==> config.mk <==
export PLATFORM = sky130hd
export DESIGN_NAME = testmasterslave8_master_flat
export DESIGN_NICKNAME = d
export VERILOG_FILES = /design/src/rtl/testmasterslave8_master_pkg.sv /design/src/rtl/testmasterslave8_master_if.sv /design/src/rtl/testmasterslave8_master_gap_counter.sv /design/src/rtl/testmasterslave8_master.sv /design/src/flat_wrapper.sv
export SDC_FILE = /design/constraint.sdc
export NUM_CORES = 1
export LEC_CHECK = 0
export CAP_MARGIN = 10
export CELL_PAD_IN_SITES_DETAIL_PLACEMENT = 0
export CELL_PAD_IN_SITES_GLOBAL_PLACEMENT = 1
export CORE_UTILIZATION = 46
export CTS_BUF_LIST = sky130_fd_sc_hd__clkbuf_4
export CTS_CLUSTER_DIAMETER = 120
export CTS_CLUSTER_SIZE = 28
export DETAILED_ROUTE_END_ITERATION = 6
export PLACE_DENSITY = 0.91
export RECOVER_POWER = 50
export SYNTH_ARGS = -nofsm -noshare
export SYNTH_HDL_FRONTEND = slang
export SYNTH_SLANG_ARGS = --single-unit
export TNS_END_PERCENT = 10
==> constraint.sdc <==
create_clock -name clk -period 3.8 [get_ports clk]
set_input_delay 1.14 -clock clk [delete_from_list [all_inputs] [get_ports clk]]
set_output_delay 1.14 -clock clk [all_outputs]
set_load 0.02 [all_outputs]
==> src/rtl/testmasterslave8_master_pkg.sv <==
// ============================================================================
// Module   : testmasterslave8_types (package)
// Purpose  : Shared types and constants for the TestMasterSlave8 master driver.
//            Holds the driver FSM state encoding and the sent-count ceiling.
// Config   : MS8_MASTER_READY_EN (consumed by the interface and top, not here)
// Revision : 1.0 - initial release
// ============================================================================
`default_nettype none

package testmasterslave8_types;

    // Driver FSM sections
    typedef enum logic [1:0] {
        DRV_IDLE = 2'd0,
        DRV_EMIT = 2'd1,
        DRV_GAP  = 2'd2
    } drv_sections_t;

    // Saturation ceiling of the completed-transfer counter
    localparam logic [15:0] SENT_MAX = 16'hFFFF;

endpackage

`default_nettype wire

==> src/rtl/testmasterslave8_master_if.sv <==
// ============================================================================
// Module   : testmasterslave8_master_if
// Purpose  : Slave-in channel between the TestMasterSlave8 master and slave.
//            m_out      - 32-bit data word (to slave s_in)
//            m_out_sync - one-cycle data-valid strobe (to slave s_in_sync)
//            m_out_ready- slave acceptance (only with MS8_MASTER_READY_EN)
// Config   : MS8_MASTER_READY_EN adds the m_out_ready back-pressure signal.
// Revision : 1.0 - initial release
// ============================================================================
`default_nettype none

interface testmasterslave8_master_if;

    logic [31:0] m_out;
    logic        m_out_sync;

`ifdef MS8_MASTER_READY_EN
    logic        m_out_ready;

    modport master (output m_out, output m_out_sync, input  m_out_ready);
    modport slave  (input  m_out, input  m_out_sync, output m_out_ready);
`else
    modport master (output m_out, output m_out_sync);
    modport slave  (input  m_out, input  m_out_sync);
`endif

endinterface

`default_nettype wire

==> src/rtl/testmasterslave8_master_gap_counter.sv <==
// ============================================================================
// Module   : ms8_gap_counter
// Purpose  : 8-bit inter-transfer gap counter with load, decrement and a
//            zero flag. Decrement stops at zero.
// Ports    : clk, rst (async, active-high)
//            i_load     - load i_load_val (has priority over decrement)
//            i_load_val - value to load
//            i_dec      - decrement by one when non-zero
//            o_zero     - counter is zero
// Revision : 1.0 - initial release
// ============================================================================
`default_nettype none

module ms8_gap_counter (
    input  logic       clk,
    input  logic       rst,
    input  logic       i_load,
    input  logic [7:0] i_load_val,
    input  logic       i_dec,
    output logic       o_zero
);

    logic [7:0] r_cnt;

    always_ff @(posedge clk or posedge rst) begin
        if (rst) begin
            r_cnt <= 8'd0;
        end else if (i_load) begin
            r_cnt <= i_load_val;
        end else if (i_dec && (r_cnt != 8'd0)) begin
            r_cnt <= r_cnt - 8'd1;
        end
    end

    assign o_zero = (r_cnt == 8'd0);

endmodule

`default_nettype wire

==> src/rtl/testmasterslave8_master.sv <==
// ============================================================================
// Module   : testmasterslave8_master
// Purpose  : Master-side driver for the TestMasterSlave8 slave-in channel.
//            Emits START, START+STEP, ... on m_out, each qualified by an
//            m_out_sync strobe, with GAP_CYCLES idle cycles between strobes
//            while enable is held.
// Ports    : clk        - clock, rising edge
//            rst        - asynchronous active-high reset
//            enable     - run request, sampled every cycle
//            bus        - master modport: m_out, m_out_sync (m_out_ready)
//            busy       - FSM is not idle
//            sent_count - completed transfers, saturating at 16'hFFFF
// Config   : MS8_MASTER_READY_EN - hold each strobe until m_out_ready is
//            sampled high; without it every strobe lasts one cycle.
// Revision : 1.0 - initial release
// ============================================================================
`default_nettype none

module testmasterslave8_master
    import testmasterslave8_types::*;
#(
    parameter int START      = 0,
    parameter int STEP       = 1,
    parameter int GAP_CYCLES = 2
) (
    input  logic                       clk,
    input  logic                       rst,
    input  logic                       enable,
    testmasterslave8_master_if.master  bus,
    output logic                       busy,
    output logic [15:0]                sent_count
);

    localparam logic [31:0] c_start    = 32'(START);
    localparam logic [31:0] c_step     = 32'(STEP);
    localparam logic        c_has_gap  = (GAP_CYCLES > 0);
    // The counter runs GAP_CYCLES-1 .. 0, one gap cycle per count value.
    localparam logic [7:0]  c_gap_load = (GAP_CYCLES > 0) ? 8'(GAP_CYCLES - 1) : 8'd0;

    drv_sections_t r_state;
    drv_sections_t w_state_next;
    logic [31:0]   r_val;
    logic [31:0]   w_val_next;
    logic [31:0]   r_m_out;
    logic          r_m_out_sync;
    logic          r_busy;
    logic [15:0]   r_sent_count;
    logic          w_ready;
    logic          w_complete;
    logic          w_gap_load;
    logic          w_gap_dec;
    logic          w_gap_zero;

`ifdef MS8_MASTER_READY_EN
    assign w_ready = bus.m_out_ready;
`else
    assign w_ready = 1'b1;
`endif

    // A transfer completes on the last cycle of DRV_EMIT.
    assign w_complete = (r_state == DRV_EMIT) && w_ready;
    assign w_val_next = w_complete ? (r_val + c_step) : r_val;

    ms8_gap_counter u_gap_counter (
        .clk        (clk),
        .rst        (rst),
        .i_load     (w_gap_load),
        .i_load_val (c_gap_load),
        .i_dec      (w_gap_dec),
        .o_zero     (w_gap_zero)
    );

    always_comb begin
        w_state_next = r_state;
        w_gap_load   = 1'b0;
        w_gap_dec    = 1'b0;
        case (r_state)
            DRV_IDLE: begin
                if (enable) w_state_next = DRV_EMIT;
            end
            DRV_EMIT: begin
                if (w_complete) begin
                    if (c_has_gap) begin
                        w_state_next = DRV_GAP;
                        w_gap_load   = 1'b1;
                    end else begin
                        w_state_next = enable ? DRV_EMIT : DRV_IDLE;
                    end
                end
            end
            DRV_GAP: begin
                // enable only matters once the gap has fully elapsed
                if (w_gap_zero) begin
                    w_state_next = enable ? DRV_EMIT : DRV_IDLE;
                end else begin
                    w_gap_dec = 1'b1;
                end
            end
            default: w_state_next = DRV_IDLE;
        endcase
    end

    // Outputs are registered from the next state so that m_out_sync is high
    // exactly during DRV_EMIT and m_out already carries the value to send.
    always_ff @(posedge clk or posedge rst) begin
        if (rst) begin
            r_state      <= DRV_IDLE;
            r_val        <= c_start;
            r_m_out      <= 32'd0;
            r_m_out_sync <= 1'b0;
            r_busy       <= 1'b0;
            r_sent_count <= 16'd0;
        end else begin
            r_state      <= w_state_next;
            r_val        <= w_val_next;
            r_m_out_sync <= (w_state_next == DRV_EMIT);
            r_busy       <= (w_state_next != DRV_IDLE);
            if (w_state_next == DRV_EMIT) begin
                r_m_out <= w_val_next;
            end
            if (w_complete && (r_sent_count != SENT_MAX)) begin
                r_sent_count <= r_sent_count + 16'd1;
            end
        end
    end

    assign bus.m_out      = r_m_out;
    assign bus.m_out_sync = r_m_out_sync;
    assign busy           = r_busy;
    assign sent_count     = r_sent_count;

endmodule

`default_nettype wire

==> src/flat_wrapper.sv <==
// flat-port wrapper written by rule: the top's interface ports become plain ports
module testmasterslave8_master_flat import testmasterslave8_types::*;
#(
    parameter int START      = 0,
    parameter int STEP       = 1,
    parameter int GAP_CYCLES = 2
)
  (clk, rst, enable, busy, sent_count, bus_m_out, bus_m_out_sync);
  testmasterslave8_master_if bus_i ();
  input  logic clk;
  input  logic rst;
  input  logic enable;
  output logic busy;
  output logic [15:0] sent_count;
  output wire logic [$bits(bus_i.m_out)-1:0] bus_m_out;
  output wire logic [$bits(bus_i.m_out_sync)-1:0] bus_m_out_sync;
  assign bus_m_out = bus_i.m_out;
  assign bus_m_out_sync = bus_i.m_out_sync;
  testmasterslave8_master #(.START(START), .STEP(STEP), .GAP_CYCLES(GAP_CYCLES)) u_core (.clk(clk), .rst(rst), .enable(enable), .bus(bus_i), .busy(busy), .sent_count(sent_count));
endmodule
==> summary.txt, run 1 <==
Critical Setup Path Class: in2async
Worst min-delay path category: reg2reg
Total CTS buffers: 9
Post-synthesis sequential area ratio: 0.559
First-pass GRT wire length: 13,500 microns
Peak VDD IR: 0.000257 V
Flop pwr share: 0.516
Clock Skew: 0.0158 ns
# DRC: 0
Startpoint class of the critical path: input port
Routed Antenna Nets: 0
Clock power frac: 0.174
GR Util All Layers: 0.180
Layout cells sized above 1: 0.138
Gpl congestion: 0.793
Multi-input gate area: 1720 sq um
Worst rel slew slack: -0.0151
Pleak: 2.10 nW
Commonest non-fill, non-tap cells in the layout: dfrtp_1 (92), clkdlybuf4s50_1 (51), xnor2_1 (37), nand3_1 (28), mux2_2 (28)
Initial DRC Count: 152
Maxcap violations: 1
Pwr dens: 518 nW/um^2
Status: finished with violations
Port bufs: 52
Post-layout net count: 400
Setup TNS: 0 ns
Hold WS: 0.485 ns
Post-DP HPWL: 5450 microns
Setup WS post-layout: 0.852 ns
Fillers: 758
R2r worst-path depth: 7
FF+latch count, synth: 92
Final Hold Fails: 0
Final worst-path cycle share: 0.776
Number of vias per cell: 5.48
Congestion Overflow GR: 0
Post-CTS resize count: 0
Clk Latency, worst-skew pair: 0.42 ns
Crit path max fanout: 36
I/O pin count: 53
YS warnings: 0
Syn-to-layout area delta: 17.1%
Initial antenna violation count: 0
CTS Hold Bufs: 0
Avg WL per Cell: 15.2 microns
Largest net degree at the start of global routing: 37
Final setup fails: 0
Failing checks: capacitance limit, slew limit
Post-Syn Instances: 338
Commonest non-fill, non-tap cell in the layout: dfrtp_1
H-tree Lvls: 3
Vias in the first global route: 2,736
Sequential cell area: 2300 sq um
Finished Layout Cells: 507
Worst slew pin tran: 1.51 ns
Buffer count from post-CTS setup fixing: 0
CTS root buf: clkbuf_4
Worst Hold Depth: 1
Die Area: 9340 sq um
Combinational Power Share: 0.310
# rows: 34
Die height: 96.6 microns
Psw: 869 uW
Die width: 96.6 microns
Core area: 8680 sq um
Count of final max-slew check failures: 37
Synthesized area per cell: 12.2 sq um
N_diodes: 0
Placed insts: 491
Vias: 2,777
Fraction of power spent switching nets: 0.348
RSZ-0062 raised after global routing: no
Critical path capture point type: async pin
Pre-Repair DR Iteration Count: 4
Yosys cell types: 43
Fmax: 0.339 GHz
Reg clk slew, reported paths: 0.12 ns
Pint: 1.63 mW
CTS tree: yes
Cell area after synthesis: 4120 sq um
DRT Wirelength: 7690 microns
Clk sink count: 92
Arr. time, crit path: 3.40 ns
Pre-CTS setup slack: 0.731 ns
Worst path required time: 4.26 ns
Syn nets: 344
CTS max path bufs: 2
Initial Util: 0.475
Post-layout min period: 2.95 ns
[state kept, by name, indices dropped and copies added (netlist names)]
signal,cells
u_core.r_val,32
u_core.u_gap_counter.r_cnt,8
u_core.bus.m_out_sync,1
u_core.bus.m_out,32
u_core.r_state,2
u_core.sent_count,16
u_core.busy,1
[cell families (layout without fill, tap and decap cells)]
family          Yosys count  after routing  synth area share
compound gates           27             27            0.0477
xor+xnor                 43             43            0.0914
fa+ha+maj                 3              3           0.00911
buf+inv                  15             76            0.0228
flops                    92             92             0.559
mux                      37             37             0.106
simple gates            121            121             0.164
[path summary, 6_finish.rpt]
path	start	to	slack, ns
setup reg to reg	u_core.u_gap_counter.r_cnt[0]	u_core.bus.m_out[12]	1.08
hold reg to reg	u_core.r_val[31]	u_core.r_val[31]	0.48
max in group clk	u_core.u_gap_counter.r_cnt[0]	u_core.bus.m_out[12]	1.08
min in group asynchronous	rst	u_core.sent_count[10]	1.51
setup / recovery	rst	u_core.bus.m_out[3]	0.85
hold / removal	u_core.r_val[31]	u_core.r_val[31]	0.48
[power groups by stage]
stage	registers, mW	clock network [mW]	logic (mW)
2_1_floorplan	1.36	0	0.492
3_3_place_gp	1.30	0	0.762
3_5_place_dp	1.31	0	0.784
4_1_cts	1.29	0.461	0.784
5_1_grt	1.31	0.503	0.846
6_report	1.29	0.435	0.774
[through the flow]
stage	instance area, sq um	power [mW]	utilization
2_1_floorplan	4120	1.86	-
3_3_place_gp	4730	2.06	0.545
3_5_place_dp	4730	2.09	0.545
4_1_cts	4840	2.53	0.558
5_1_grt	4820	2.66	0.556
6_report	4820	2.50	0.556
[cell usage after synthesis]
cell	number	area, sq um
a211oi_1	1	7.51
a21oi_1	5	25.0
a22o_1	2	17.5
a31oi_1	3	18.8
a32o_1	1	10.0
and2_1	2	12.5
and3_1	9	56.3
and3b_1	1	8.76
and4_1	4	35.0
buf_12	2	40.0
buf_4	1	7.51
clkbuf_1	6	22.5
clkinv_2	1	5.00
dfrtp_1	92	2300
ha_1	3	37.5
inv_1	5	18.8
mux2_2	28	315
mux2_4	6	90.1
mux2i_1	3	30.0
nand2_1	20	75.1
nand2_4	1	11.3
nand2b_1	3	18.8
nand3_1	28	140
nand3b_1	1	7.51
nand4_1	14	87.6
nand4b_1	3	26.3
nor2_1	11	41.3
nor2b_1	2	12.5
nor3_1	7	35.0
nor4_1	6	37.5
nor4b_1	2	17.5
o2111ai_1	2	17.5
o211ai_1	3	22.5
o21ai_0	7	35.0
o21bai_1	1	7.51
o31ai_1	1	7.51
o41ai_4	1	27.5
or2_2	1	6.26
or3_1	3	18.8
or4_1	2	15.0
or4b_4	1	13.8
xnor2_1	37	324
xor2_1	6	52.6
[layout make-up]
class | count | area share
clock buffers | 10 | 0.0156
inverters | 6 | 0.00519
flip-flops and latches | 92 | 0.477
repair buffers | 54 | 0.110
well taps | 108 | 0.0280
clock inverters | 6 | 0.00648
multi-input cells | 231 | 0.357
[critical path, cell delays in order]
cell and delay [ns]:
dlygate4sd3_1 0.55, clkinvlp_2 0.89, clkbuf_2 0.81
[per-layer routing]
metal | part of all wire | global-route usage | vias to the layer above
met5 | 0 | 0 | -
met2 | 0.48 | 0.275 | 55
met3 | 0.030 | 0.0477 | 8
met1 | 0.48 | 0.250 | 1376
li1 | - | - | 1338
met4 | 0.013 | 0.0586 | 0
No activity file was read; power rests on OpenSTA's default activity.
==> run 2, diff against run 1 <==
CORE_UTILIZATION = 42   (was 46)
PLACE_DENSITY = 0.88   (was 0.91)
clock period = 2.5 ns   (was 3.8 ns; I/O delays follow)
==> summary.txt, run 2 (synthesis results as in run 1) <==
Status: completed
Setup TNS: 0 ns
RSZ-0062 raised after global routing: no
DRT Wirelength: 7790 microns
Post-DP HPWL: 5560 microns
Critical Setup Path Class: reg2reg
Avg WL per Cell: 14.6 microns
Layout cells sized above 1: 0.155
H-tree Lvls: 3
Reg clk slew, reported paths: 0.13 ns
Clk Latency, worst-skew pair: 0.42 ns
Crit path max fanout: 8
Startpoint class of the critical path: register
Post-layout net count: 409
Arr. time, crit path: 2.66 ns
Pwr dens: 805 nW/um^2
Peak VDD IR: 0.000352 V
CTS root buf: clkbuf_4
Post-layout min period: 2.35 ns
CTS max path bufs: 2
Worst min-delay path category: reg2reg
# DRC: 0
CP startpoint: u_core.u_gap_counter.r_cnt[0]
Routed Antenna Nets: 0
Number of vias per cell: 5.22
Total CTS buffers: 9
Buffer count from post-CTS setup fixing: 0
Critical R2R Launch: u_core.u_gap_counter.r_cnt[0]
Clk sink count: 92
Pre-CTS setup slack: 0.175 ns
Commonest non-fill, non-tap cell in the layout: dfrtp_1
Worst rel slew slack: 0.323
Commonest non-fill, non-tap cells in the layout: dfrtp_1 (92), clkdlybuf4s50_1 (51), xnor2_1 (37), nand3_1 (28), mux2_2 (28)
Die height: 101 microns
Internal reg-to-reg setup slack: 0.15 ns
Die width: 101 microns
Vias: 2,791
Gpl congestion: 0.832
Pre-Repair DR Iteration Count: 4
Hold WS: 0.476 ns
Largest net degree at the start of global routing: 40
Setup WS post-layout: 0.150 ns
Vias in the first global route: 2,769
Core area: 9370 sq um
Worst path required time: 2.81 ns
Pleak: 2.16 nW
GR Util All Layers: 0.169
Port bufs: 52
Final Hold Fails: 0
I/O pin count: 53
Hold Crit Start: u_core.r_val[31]
Maxcap violations: 0
Count of final max-slew check failures: 0
Fmax: 0.426 GHz
Worst slew pin tran: 1.01 ns
Critical path capture point type: register
Syn-to-layout area delta: 20.7%
Initial DRC Count: 118
CTS tree: yes
Die Area: 10,200 sq um
CTS Hold Bufs: 0
Initial Util: 0.440
Final setup fails: 0
Initial antenna violation count: 0
N_diodes: 0
Congestion Overflow GR: 0
Final worst-path cycle share: 0.940
First-pass GRT wire length: 13,300 microns
Clock Skew: 0.0160 ns
Post-CTS resize count: 0
# rows: 35
[run 2: worst paths after layout]
check | end | cells after the start
min in group asynchronous | u_core.u_gap_counter.r_cnt[7] | 2
max in group asynchronous | u_core.r_val[19] | 3
worst max-delay path | u_core.bus.m_out[24] | 8
worst min-delay path | u_core.r_val[31] | 1
worst max register to register | u_core.bus.m_out[24] | 8
worst min register to register | u_core.r_val[31] | 1
[run 2: cell type report]
type	instances	area [sq um]
Timing Repair Buffer	63	637
Multi-Input combinational cell	231	1720
Tap cell	129	161
Fill cell	842	4400
Sequential cell	92	2300
Clock inverter	5	55.1
Inverter	6	25.0
Clock buffer	9	67.6
[run 2: layer usage]
layer  GRT usage  share of wire
met5           0              0
met4      0.0513          0.010
met3      0.0423          0.037
met2       0.273           0.48
met1       0.223           0.47
[run 2: power breakdown]
part / internal [mW] / total [mW] / switching (mW)
clock: 0.292 / 0.760 / 0.469
sequential: 1.71 / 1.97 / 0.261
combinational: 0.638 / 1.27 / 0.635
[run 2: worst max-delay path, cell delays in order, from the launching register on]
cell	delay (ns)
dfrtp_1	0.44
inv_1	0.07
ha_1	0.23
or4b_4	0.51
o41ai_4	0.32
nand2_4	0.08
clkinv_2	0.07
buf_4	0.18
mux2_2	0.34
[run 2: stage by stage]
step	cell area [sq um]	total power [mW]	util	instances
after floorplan	4120	2.82	-	338
after global placement	4850	3.25	0.518	521
after detailed placement	4850	3.29	0.518	521
after CTS	4980	4.06	0.531	535
after global routing	4970	4.25	0.530	535
final	4970	4.00	0.530	535
==> run 3, diff against run 2 <==
GPL_ROUTABILITY_DRIVEN = 0   (was not set)
==> results of run 3 <==
Final layout, timing and power as in run 2 (identical DEF).
